**src/rtl/seq_multiplier_pkg.sv**
```systemverilog
// Shared definitions for the sequential shift-and-add multiplier:
// FSM state encoding and the iteration-counter width helper.
package mul_pkg;

  typedef enum logic [1:0] {
    IDLE = 2'd0,
    RUN  = 2'd1,
    DONE = 2'd2
  } mulState_t;

  // The counter must hold INPUT_SIZE itself, hence the +1.
  function automatic int cntWidth(input int inputSize);
    return $clog2(inputSize + 1);
  endfunction

endpackage

```
**src/rtl/seq_multiplier_if.sv**
```systemverilog
// Start/busy/done handshake bundle for the sequential multiplier.
// master = requester (drives operands), slave = multiplier.
interface seq_multiplier_if #(
  parameter int INPUT_SIZE = 10
);

  logic                      start;
  logic [INPUT_SIZE-1:0]     A;
  logic [INPUT_SIZE-1:0]     B;
  logic [2*INPUT_SIZE-1:0]   P;
  logic                      busy;
  logic                      done;

  modport master (output start, A, B, input P, busy, done);
  modport slave  (input start, A, B, output P, busy, done);

endinterface

```
**src/rtl/seq_multiplier_shift_add_step.sv**
```systemverilog
// One combinational shift-and-add iteration: conditionally adds the
// multiplicand into the accumulator, then shifts multiplicand left and
// multiplier right. Also flags when the shifted multiplier has run out
// of set bits, which lets the controller stop early.
module shift_add_step #(
  parameter int INPUT_SIZE = 10
) (
  input  logic [2*INPUT_SIZE-1:0] mcand,
  input  logic [INPUT_SIZE-1:0]   mplr,
  input  logic [2*INPUT_SIZE-1:0] acc,
  output logic [2*INPUT_SIZE-1:0] mcandNext,
  output logic [INPUT_SIZE-1:0]   mplrNext,
  output logic [2*INPUT_SIZE-1:0] accNext,
  output logic                    mplrNextZero
);

  // Add-if-bit-set followed by the shifts; the add wraps at the product
  // width, which unsigned operands can never exceed.
  always_comb begin
    accNext      = acc + (mplr[0] ? mcand : '0);
    mcandNext    = mcand << 1;
    mplrNext     = mplr >> 1;
    mplrNextZero = (mplrNext == '0);
  end

endmodule

```
**src/rtl/seq_multiplier.sv**
```systemverilog
// Iterative unsigned shift-and-add multiplier, one multiplier bit per clock.
// Handshake: start is accepted in IDLE or DONE; busy is high in RUN; done
// pulses for one cycle and P holds the last product until the next one.
// Optional build macro SEQ_MULTIPLIER_EARLY_TERM_EN: finish as soon as the
// remaining multiplier bits are all zero (same product, shorter latency).
module seq_multiplier
  import mul_pkg::*;
#(
  parameter int INPUT_SIZE = 10
) (
  input logic              clk,
  input logic              rst,
  seq_multiplier_if.slave  bus
);

  localparam int CntW = cntWidth(INPUT_SIZE);

  mulState_t state;
  mulState_t stateNext;

  logic [2*INPUT_SIZE-1:0] mcand;
  logic [INPUT_SIZE-1:0]   mplr;
  logic [2*INPUT_SIZE-1:0] acc;
  logic [CntW-1:0]         cnt;
  logic [2*INPUT_SIZE-1:0] pReg;

  logic [2*INPUT_SIZE-1:0] stepMcand;
  logic [INPUT_SIZE-1:0]   stepMplr;
  logic [2*INPUT_SIZE-1:0] stepAcc;

  logic load;
  logic finish;

`ifdef SEQ_MULTIPLIER_EARLY_TERM_EN
  logic stepMplrZero;

  shift_add_step #(.INPUT_SIZE(INPUT_SIZE)) uStep (
    .mcand        (mcand),
    .mplr         (mplr),
    .acc          (acc),
    .mcandNext    (stepMcand),
    .mplrNext     (stepMplr),
    .accNext      (stepAcc),
    .mplrNextZero (stepMplrZero)
  );
`else
  shift_add_step #(.INPUT_SIZE(INPUT_SIZE)) uStep (
    .mcand        (mcand),
    .mplr         (mplr),
    .acc          (acc),
    .mcandNext    (stepMcand),
    .mplrNext     (stepMplr),
    .accNext      (stepAcc),
    .mplrNextZero ()
  );
`endif

  // State register.
  always_ff @(posedge clk) begin
    if (rst) state <= IDLE;
    else     state <= stateNext;
  end

  // Next-state logic plus the load/finish strobes used by the datapath.
  always_comb begin
    stateNext = state;
    load      = 1'b0;
    finish    = 1'b0;
    unique case (state)
      IDLE: begin
        if (bus.start) begin
          load      = 1'b1;
          stateNext = RUN;
        end
      end
      RUN: begin
`ifdef SEQ_MULTIPLIER_EARLY_TERM_EN
        finish = (cnt == CntW'(1)) || stepMplrZero;
`else
        finish = (cnt == CntW'(1));
`endif
        if (finish) stateNext = DONE;
      end
      DONE: begin
        if (bus.start) begin
          load      = 1'b1;
          stateNext = RUN;
        end else begin
          stateNext = IDLE;
        end
      end
      default: stateNext = IDLE;
    endcase
  end

  // Datapath registers: capture operands on accept, step while running,
  // and commit the final accumulator to P only on the finishing step.
  always_ff @(posedge clk) begin
    if (rst) begin
      mcand <= '0;
      mplr  <= '0;
      acc   <= '0;
      cnt   <= '0;
      pReg  <= '0;
    end else if (load) begin
      mcand <= {{INPUT_SIZE{1'b0}}, bus.A};
      mplr  <= bus.B;
      acc   <= '0;
      cnt   <= CntW'(INPUT_SIZE);
    end else if (state == RUN) begin
      mcand <= stepMcand;
      mplr  <= stepMplr;
      acc   <= stepAcc;
      cnt   <= cnt - CntW'(1);
      if (finish) pReg <= stepAcc;
    end
  end

  assign bus.P    = pReg;
  assign bus.busy = (state == RUN);
  assign bus.done = (state == DONE);

endmodule

```
**src/flat_wrapper.sv**
```systemverilog
// flat-port wrapper written by rule: the top's interface ports become plain ports
module seq_multiplier_flat import mul_pkg::*;
#(
  parameter int INPUT_SIZE = 10
)
  (clk, rst, bus_start, bus_A, bus_B, bus_P, bus_busy, bus_done);
  seq_multiplier_if #(.INPUT_SIZE(INPUT_SIZE)) bus_i ();
  input logic clk;
  input logic rst;
  input wire logic [$bits(bus_i.start)-1:0] bus_start;
  input wire logic [$bits(bus_i.A)-1:0] bus_A;
  input wire logic [$bits(bus_i.B)-1:0] bus_B;
  output wire logic [$bits(bus_i.P)-1:0] bus_P;
  output wire logic [$bits(bus_i.busy)-1:0] bus_busy;
  output wire logic [$bits(bus_i.done)-1:0] bus_done;
  assign bus_i.start = bus_start;
  assign bus_i.A = bus_A;
  assign bus_i.B = bus_B;
  assign bus_P = bus_i.P;
  assign bus_busy = bus_i.busy;
  assign bus_done = bus_i.done;
  seq_multiplier #(.INPUT_SIZE(INPUT_SIZE)) u_core (.clk(clk), .rst(rst), .bus(bus_i));
endmodule
```
**config.mk**
```make
export PLATFORM = sky130hd
export DESIGN_NAME = seq_multiplier_flat
export DESIGN_NICKNAME = d
export VERILOG_FILES = /design/src/rtl/seq_multiplier_pkg.sv /design/src/rtl/seq_multiplier_if.sv /design/src/rtl/seq_multiplier_shift_add_step.sv /design/src/rtl/seq_multiplier.sv /design/src/flat_wrapper.sv
export SDC_FILE = /design/constraint.sdc
export NUM_CORES = 1
export LEC_CHECK = 0
export ABC_AREA = 1
export ABC_CLOCK_PERIOD_IN_PS = 6490
export CAP_MARGIN = 30
export CORE_ASPECT_RATIO = 0.5
export CORE_MARGIN = 3
export CORE_UTILIZATION = 55
export DETAILED_ROUTE_END_ITERATION = 16
export PLACE_DENSITY = 0.85
export SYNTH_ARGS = -nofsm -noshare
export SYNTH_HDL_FRONTEND = slang
export SYNTH_HIERARCHICAL = 1
export SYNTH_SLANG_ARGS = --single-unit
```
**constraint.sdc**
```tcl
create_clock -name clk -period 6.49 [get_ports clk]
set_input_delay 1.947 -clock clk [delete_from_list [all_inputs] [get_ports clk]]
set_output_delay 1.947 -clock clk [all_outputs]
set_load 0.05 [all_outputs]
```
# After elaboration in Yosys (flattened, before gate mapping)
# Index checks and enable logic that the tools add are counted.
[word_totals]
reg_bits = 76
input_bits = 23
[classes]
addsub = 2
eq_ne = 5
mux = 14
n_bitwise = 1
reduce_logical = 6
[ops]
columns = ["operator", "count"]
rows = [
  ["$mux W10", 4],
  ["$add A20 B20 Y20", 1],
  ["$mux W20", 1],
  ["$mux W4", 2],
  ["$pmux W2 S3", 1],
  ["$eq A4 B1 Y1 const B", 1],
  ["$mux W1", 4],
  ["$mux W2", 2],
  ["$reduce_or A2 Y1", 2],
  ["$sub A4 B1 Y4 const B", 1],
  ["$reduce_and A3 Y1", 1],
  ["$eq A2 B1 Y1 const B", 1],
  ["$eq A2 B2 Y1 const B", 1],
  ["$logic_not A2 Y1", 1],
  ["$ne A2 B1 Y1 const B", 1],
  ["$ne A2 B2 Y1 const B", 1],
  ["$reduce_and A2 Y1", 1],
  ["$reduce_bool A2 Y1", 1],
  ["$not A1 Y1", 1],
]

# Longest topological paths before layout
# Gate-level depths: netlist of run 1.
[logic_depth]
ltp_word = 5
depth_mapped = 16
ltp_nobuf = 15

# Cells and area by module
# The synthesis of run 1 kept the hierarchy.
[by_module_without_submodules]
columns = ["module", "n_inst", "cells_each", "area_each_um2", "seq_area_each_um2"]
rows = [
  ["seq_multiplier", 1, 350, 2841.5, 1521.5],
  ["shift_add_step", 1, 302, 1595.3, 0.0],
]

# Worst setup path before layout of run 1
# OpenSTA, ideal clock, no wires.
[synth_timing]
path_type = "register to output"
from = "register u_core.state[1]"
to = "output port bus_done"
arrival_ps = 1017
required_ps = 4543
setup_slack_ps = 3526
path_stages_with_launch = 3
n_path_buf = 0
cell_sequence = "dfxtp_1 -> inv_1 -> nor2_1"
[synth_between]
elab_chain_len = 1
[synth_rtl]
columns = ["element", "line", "text"]
rows = [
  ["start: declaration", "seq_multiplier.sv:18", "mulState_t state;"],
  ["start signal: assignment", "seq_multiplier.sv:61", "else state <= stateNext;"],
  ["$eq A2 B2 Y1", "seq_multiplier.sv:121", "assign bus.done = (state == DONE);"],
  ["end: declaration", "flat_wrapper.sv:15", "output wire logic [$bits(bus_i.done)-1:0] bus_done;"],
]
# Every way passes these cells.

# Worst setup path in the final report of run 1
[layout_timing]
from = "register u_core.state[0]"
to = "output port bus_busy"
[layout_between]
elab_chain_len = 1
[layout_rtl]
columns = ["element", "line", "text"]
rows = [
  ["$eq A2 B1 Y1", "seq_multiplier.sv:120", "assign bus.busy = (state == RUN);"],
  ["end: declaration", "flat_wrapper.sv:14", "output wire logic [$bits(bus_i.busy)-1:0] bus_busy;"],
]
# Every way passes these cells.

==> results.md, run 1 <==
- P&R area growth vs syn: 12.6%
- Residual DRC count: 0
- CTS HTree Levels: 3
- Layout cells sized above 1: 8.12%
- Post-route minimum period: 4170 ps
- Final Routed Wirelength: 9.68 mm
- Reg-to-reg slack, setup: 3900 ps
- Max Slew Vio Count: 0
- # rows: 22
- Global placer's final weighted congestion: 0.953
- Number of setup buffers added after CTS: 0
- CTS buffer count: 9
- Final Skew: 7.22 ps
- Unrepaired setup endpoints after global routing: no
- Cell area after synthesis: 4410 um^2
- Deepest clock path buffer count: 2
- First-pass GRT wire length: 16.2 mm
- Core area: 7540 um^2
- Die Y: 69.3 um
- Avg WL per Cell: 12.7 um
- Setup tns final: 0 ps
- Pwr per Cell Area: 230 nW/um^2
- ANT cells: 0
- Root Buffer: clkbuf_16
- Hold Slack: 470 ps
- Slew margin rel.: 43.1%
- Min-delay worst type: flip-flop to flip-flop
- Slew @ Worst Pin: 851 ps
- Clock Latency Late Sink: 340 ps
- CP arrival: 2230 ps
- Syn. warnings: 6
- Worst-path fanout max: 58
- GR Layer Usage met1: 29.0%
- Leakage: 2.36 nW
- # setup viols final: 0
- Maxcap violations: 0
- DP HPWL: 6.80 mm
- Total grt overflow: 0
- Grt peak-use layer: met2
- Syn avg cell area: 6.82 um^2
- Overall Power: 1.14 mW
- Fmax: 240 MHz
- Clock-pin transition on the worst setup and hold timing paths: 60 ps
- Global Route met3 Usage: 6.45%
- Final hold violation count: 0
- Worst EP required: 4540 ps
- IO Count: 45
- DR vias/cell: 5.13
- Post-route ant nets: 0
- WS Path Type: flip-flop to output pin
- Overall routing resource usage: 21.5%
- Initial core utilization: 58.5%
- Synth Instances: 647
- Hold-fix buffers, CTS: 0
- Crit path capture type: output pin
- DIE WIDTH: 133 um
- Initial antenna violation count: 0
- Via count: 3902
- Crit start category: flip-flop
- Pin count of the biggest net entering global routing: 59
- Fin nets: 694
- Status: complete, no violations
- Cts repair resizes: 0
- Final period util: 64.3%
- # clock sinks: 76
- Initial DRT Pass Iterations: 6
- Port-buffer cells: 44
- Vias in the first global route: 3494
- CTS tree: yes
- Met2 GRT Util: 34.0%
- Max IR drop VDD: 0.000134 V
- DRT iter0 DRCs: 283
- Die ar.: 9200 um^2
[layout by cell type, fill, tap and decap left out, types with 5 or more instances in the layout]
cell / count
o21ai_0: 36
o21ai_1: 6
or2_2: 20
nand3_1: 41
dfxtp_1: 76
nor2_1: 58
a21oi_1: 49
o211ai_1: 20
ha_1: 21
nand2_1: 147
inv_1: 79
clkbuf_16: 9
xor2_1: 9
clkdlybuf4s50_1: 44
nand2_2: 5
[critical path, cell delays in order (launching register included)]
cell,delay [ps]
dfxtp_1,370
inv_2,70
nor2_4,70
buf_4,440
clkdlybuf4s50_1,910
[through the flow]
stage	utilization, %	instances	area, um^2	setup WS, ps
global placement	61.8	745	4660	2330
detailed placement	62.1	746	4690	2230
floorplan	-	648	4420	3530
finish	65.9	761	4970	2320
CTS	65.9	761	4970	2310
global route	65.9	761	4970	2200
[path summary, 6_finish.rpt]
check,from,end,cells past startpoint
max reg2reg,u_core/mplr[0]$_SDFFE_PP0P_,u_core/bus.P[16]$_SDFFE_PP0P_,14
min reg2reg,u_core/acc[18]$_SDFFE_PP0P_,u_core/acc[18]$_SDFFE_PP0P_,2
max,u_core/state[0]$_SDFFE_PP0P_,bus_busy,4
min,u_core/acc[18]$_SDFFE_PP0P_,u_core/acc[18]$_SDFFE_PP0P_,2
[state kept, by name, indices dropped and copies added, names as in the netlist]
register	flops
u_core/state	2
u_core/mplr	10
u_core/acc	20
u_core/cnt	4
u_core/bus.P	20
u_core/mcand	20
[per-layer routing]
layer | wire [um] | vias to the layer above
met3 | 725 | 13
met4 | 70 | 0
met1 | 4690 | 1737
li1 | - | 2030
met5 | 0 | -
met2 | 4200 | 122
[power breakdown]
part | leakage, nW | switching, mW | internal [mW]
combinational | 1.60 | 0.0883 | 0.0566
sequential | 0.620 | 0.0213 | 0.493
clock | 0.142 | 0.190 | 0.294
total | 2.36 | 0.300 | 0.843
[area by class of cell]
cell class                 count  area (um^2)
multi-input combinational    434         2250
tap                          108          135
fill                         687         2570
clock buffer                  10          229
sequential                    76         1520
clock inverter                 5         53.8
inverter                      82          308
timing repair buffer          46          475
(Power assumes the default switching activity.)
==> run 2: changes to the inputs <==
--- a/config.mk
+++ b/config.mk
@@ -6,13 +6,13 @@
 export NUM_CORES = 1
 export LEC_CHECK = 0
 export ABC_AREA = 1
-export ABC_CLOCK_PERIOD_IN_PS = 6490
+export ABC_CLOCK_PERIOD_IN_PS = 3650
 export CAP_MARGIN = 30
 export CORE_ASPECT_RATIO = 0.5
 export CORE_MARGIN = 3
-export CORE_UTILIZATION = 55
+export CORE_UTILIZATION = 52
 export DETAILED_ROUTE_END_ITERATION = 16
-export PLACE_DENSITY = 0.85
+export PLACE_DENSITY = 0.84
 export SYNTH_ARGS = -nofsm -noshare
 export SYNTH_HDL_FRONTEND = slang
 export SYNTH_HIERARCHICAL = 1
==> constraint.sdc (replaced) <==
create_clock -name clk -period 3.65 [get_ports clk]
set_input_delay 1.095 -clock clk [delete_from_list [all_inputs] [get_ports clk]]
set_output_delay 1.095 -clock clk [all_outputs]
set_load 0.05 [all_outputs]
==> results.md, run 2 (same netlist as run 1, synthesis figures left out) <==
- HP Start: u_core/bus.P[18]$_SDFFE_PP0P_
- Reg-to-reg slack, setup: 1110 ps (-2790 ps)
- Port-buffer cells: 44 (unchanged)
- Pin count of the biggest net entering global routing: 58 (-1.7%)
- Int Pwr: 1.51 mW (+79%)
- Design area: 4990 um^2 (+0.50%)
- CP arrival: 1740 ps (-490 ps)
- Filler cells: 750 (+9.2%)
- Clock-pin transition on the worst setup and hold timing paths: 60 ps (about the same)
- Root Buffer: clkbuf_16
- ANT cells: 0 (unchanged)
- Vias in the first global route: 3611 (+3.3%)
- Clock power frac: 43.2% (+0.8 points)
- Post-route minimum period: 2840 ps
- Final Routed Wirelength: 9.89 mm (+2.2%)
- Unrepaired setup endpoints after global routing: no
- Most common cell after layout, fill and taps aside: nand2_1
- Most frequent cells in the layout: 147 x nand2_1, 79 x inv_1, 76 x dfxtp_1
- CTS buffer count: 9 (unchanged)
- Crit path capture type: output pin
- Seq pwr share: 44.4% (-0.6 points)
- Global placer's final weighted congestion: 0.974 (+2.3%)
- Hold-fix buffers, CTS: 0 (unchanged)
- # setup viols final: 0 (unchanged)
- FF-to-FF Start: u_core/mplr[0]$_SDFFE_PP0P_
- Final hold violation count: 0 (unchanged)
- Cts repair resizes: 0 (unchanged)
- First-pass GRT wire length: 16.6 mm (+3.0%)
- Max IR drop VDD: 0.000243 V (+82%)
- DP HPWL: 7.00 mm (+3.0%)
- Initial DRT Pass Iterations: 5 (-1)
- Comb pwr share: 12.4% (-0.3 points)
- Fmax: 352 MHz
- Placement Setup Slack: 819 ps (-1410 ps)
- Setup tns final: 0 ps (unchanged)
- Maxcap violations: 0 (unchanged)
- Total grt overflow: 0 (unchanged)
- P&R area growth vs syn: 13.2%
- Worst EP required: 2550 ps (-1990 ps)
- Switching Fraction: 26.9% (+0.74 points)
- Min-delay worst type: flip-flop to flip-flop
- Final Skew: 6.94 ps (-0.281 ps)
- Die ar.: 9690 um^2 (+5.4%)
- Number of setup buffers added after CTS: 0 (unchanged)
- Register area: 1520 um^2 (unchanged)
- R2R depth: 14 (unchanged)
- Crit start category: flip-flop
- DIE WIDTH: 136 um (+2.7%)
- Post-route ant nets: 0 (unchanged)
- Fin nets: 697 (+0.43%)
- Initial antenna violation count: 0 (unchanged)
- R2R Path End: u_core/bus.P[16]$_SDFFE_PP0P_
- Initial core utilization: 54.4% (-4.1 points)
- Worst-path fanout max: 3 (-95%)
- Worst Slack Setup Final: 810 ps (-1510 ps)
- IO Count: 45 (unchanged)
- Overall routing resource usage: 21.4% (-0.15 points)
- Die Y: 71.1 um (+2.6%)
- Clock Latency Late Sink: 340 ps (about the same)
- Max Slew Vio Count: 0 (unchanged)
- Leakage: 2.36 nW (about the same)
- Multi-input gate area: 2250 um^2 (unchanged)
- Switching pwr: 555 uW (+85%)
- WS Path Type: flip-flop to output pin
- Layout cells sized above 1: 8.83% (+0.71 points)
- Slew @ Worst Pin: 754 ps (-96.7 ps)
- Final period util: 77.8%
- Residual DRC count: 0 (unchanged)
- Avg WL per Cell: 12.9 um (+1.1%)
- Pwr per Cell Area: 413 nW/um^2 (+79%)
- Status: complete, no violations
- Via count: 3918 (+0.41%)
- CTS HTree Levels: 3 (unchanged)
- DR vias/cell: 5.09 (-0.63%)
- DRT iter0 DRCs: 411 (+45%)
- Hold EP: u_core/bus.P[18]$_SDFFE_PP0P_
- Slew margin rel.: 49.6% (+6.5 points)
- Placed cell areas: 4690 um^2 (+0.16%)
- Hold Path Stages: 2 (unchanged)
- Core area: 8120 um^2 (+7.6%)
- CTS tree: yes
- Deepest clock path buffer count: 2 (unchanged)
- # clock sinks: 76 (unchanged)
- # rows: 23 (+4.5%)
## run 2: power by group through the flow
stage          logic (mW)  registers, mW  clock network [mW]
3_3_place_gp        0.244          0.930                   0
6_report            0.256          0.915               0.889
3_5_place_dp        0.253          0.931                   0
5_1_grt             0.289          0.920               0.941
4_1_cts             0.255          0.914               0.903
2_1_floorplan       0.227          0.917                   0
## run 2: through the flow
stage               cells  hold slack [ps]  utilization (%)  total power, mW
floorplan             648              446                -             1.14
global placement      753              458             57.8             1.17
detailed placement    753              467             57.8             1.18
CTS                   769              478             61.5             2.07
global route          769              490             61.5             2.15
finish                769              473             61.5             2.06
## run 2: metal layers
layer,up-vias,track usage (%),part of all wire (%)
met5,-,0,0
met4,0,5.70,1.4
met3,13,6.04,6.0
met2,121,33.8,44
li1,2036,-,-
met1,1748,29.0,49
## run 2: area by class of cell
cell class	count	area share, %
flip-flops and latches	76	30.5
clock buffers	9	4.51
clock inverters	7	1.50
multi-input cells	434	45.0
inverters	82	6.16
well taps	112	2.81
repair buffers	49	9.57
## run 2: how the worst max path moves through the flow
stage / from / to / slack, ps / cells after the start
6_report: u_core/state[0]$_SDFFE_PP0P_ / bus_busy / 810 / 3
5_1_grt: u_core/state[0]$_SDFFE_PP0P_ / bus_busy / 750 / 3
4_1_cts: u_core/state[0]$_SDFFE_PP0P_ / bus_busy / 800 / 3
3_5_place_dp: bus_start / u_core/mcand[8]$_SDFFE_PP0P_ / 820 / 5
3_3_place_gp: bus_start / u_core/mplr[2]$_SDFFE_PP0P_ / 900 / 5
2_1_floorplan: u_core/state[1]$_SDFFE_PP0P_ / bus_done / 1540 / 2
## run 2: critical path, stage by stage, from the launching register on
cell and delay [ps]:
dfxtp_1 360, inv_2 70, nor2_4 140, clkdlybuf4s50_1 820
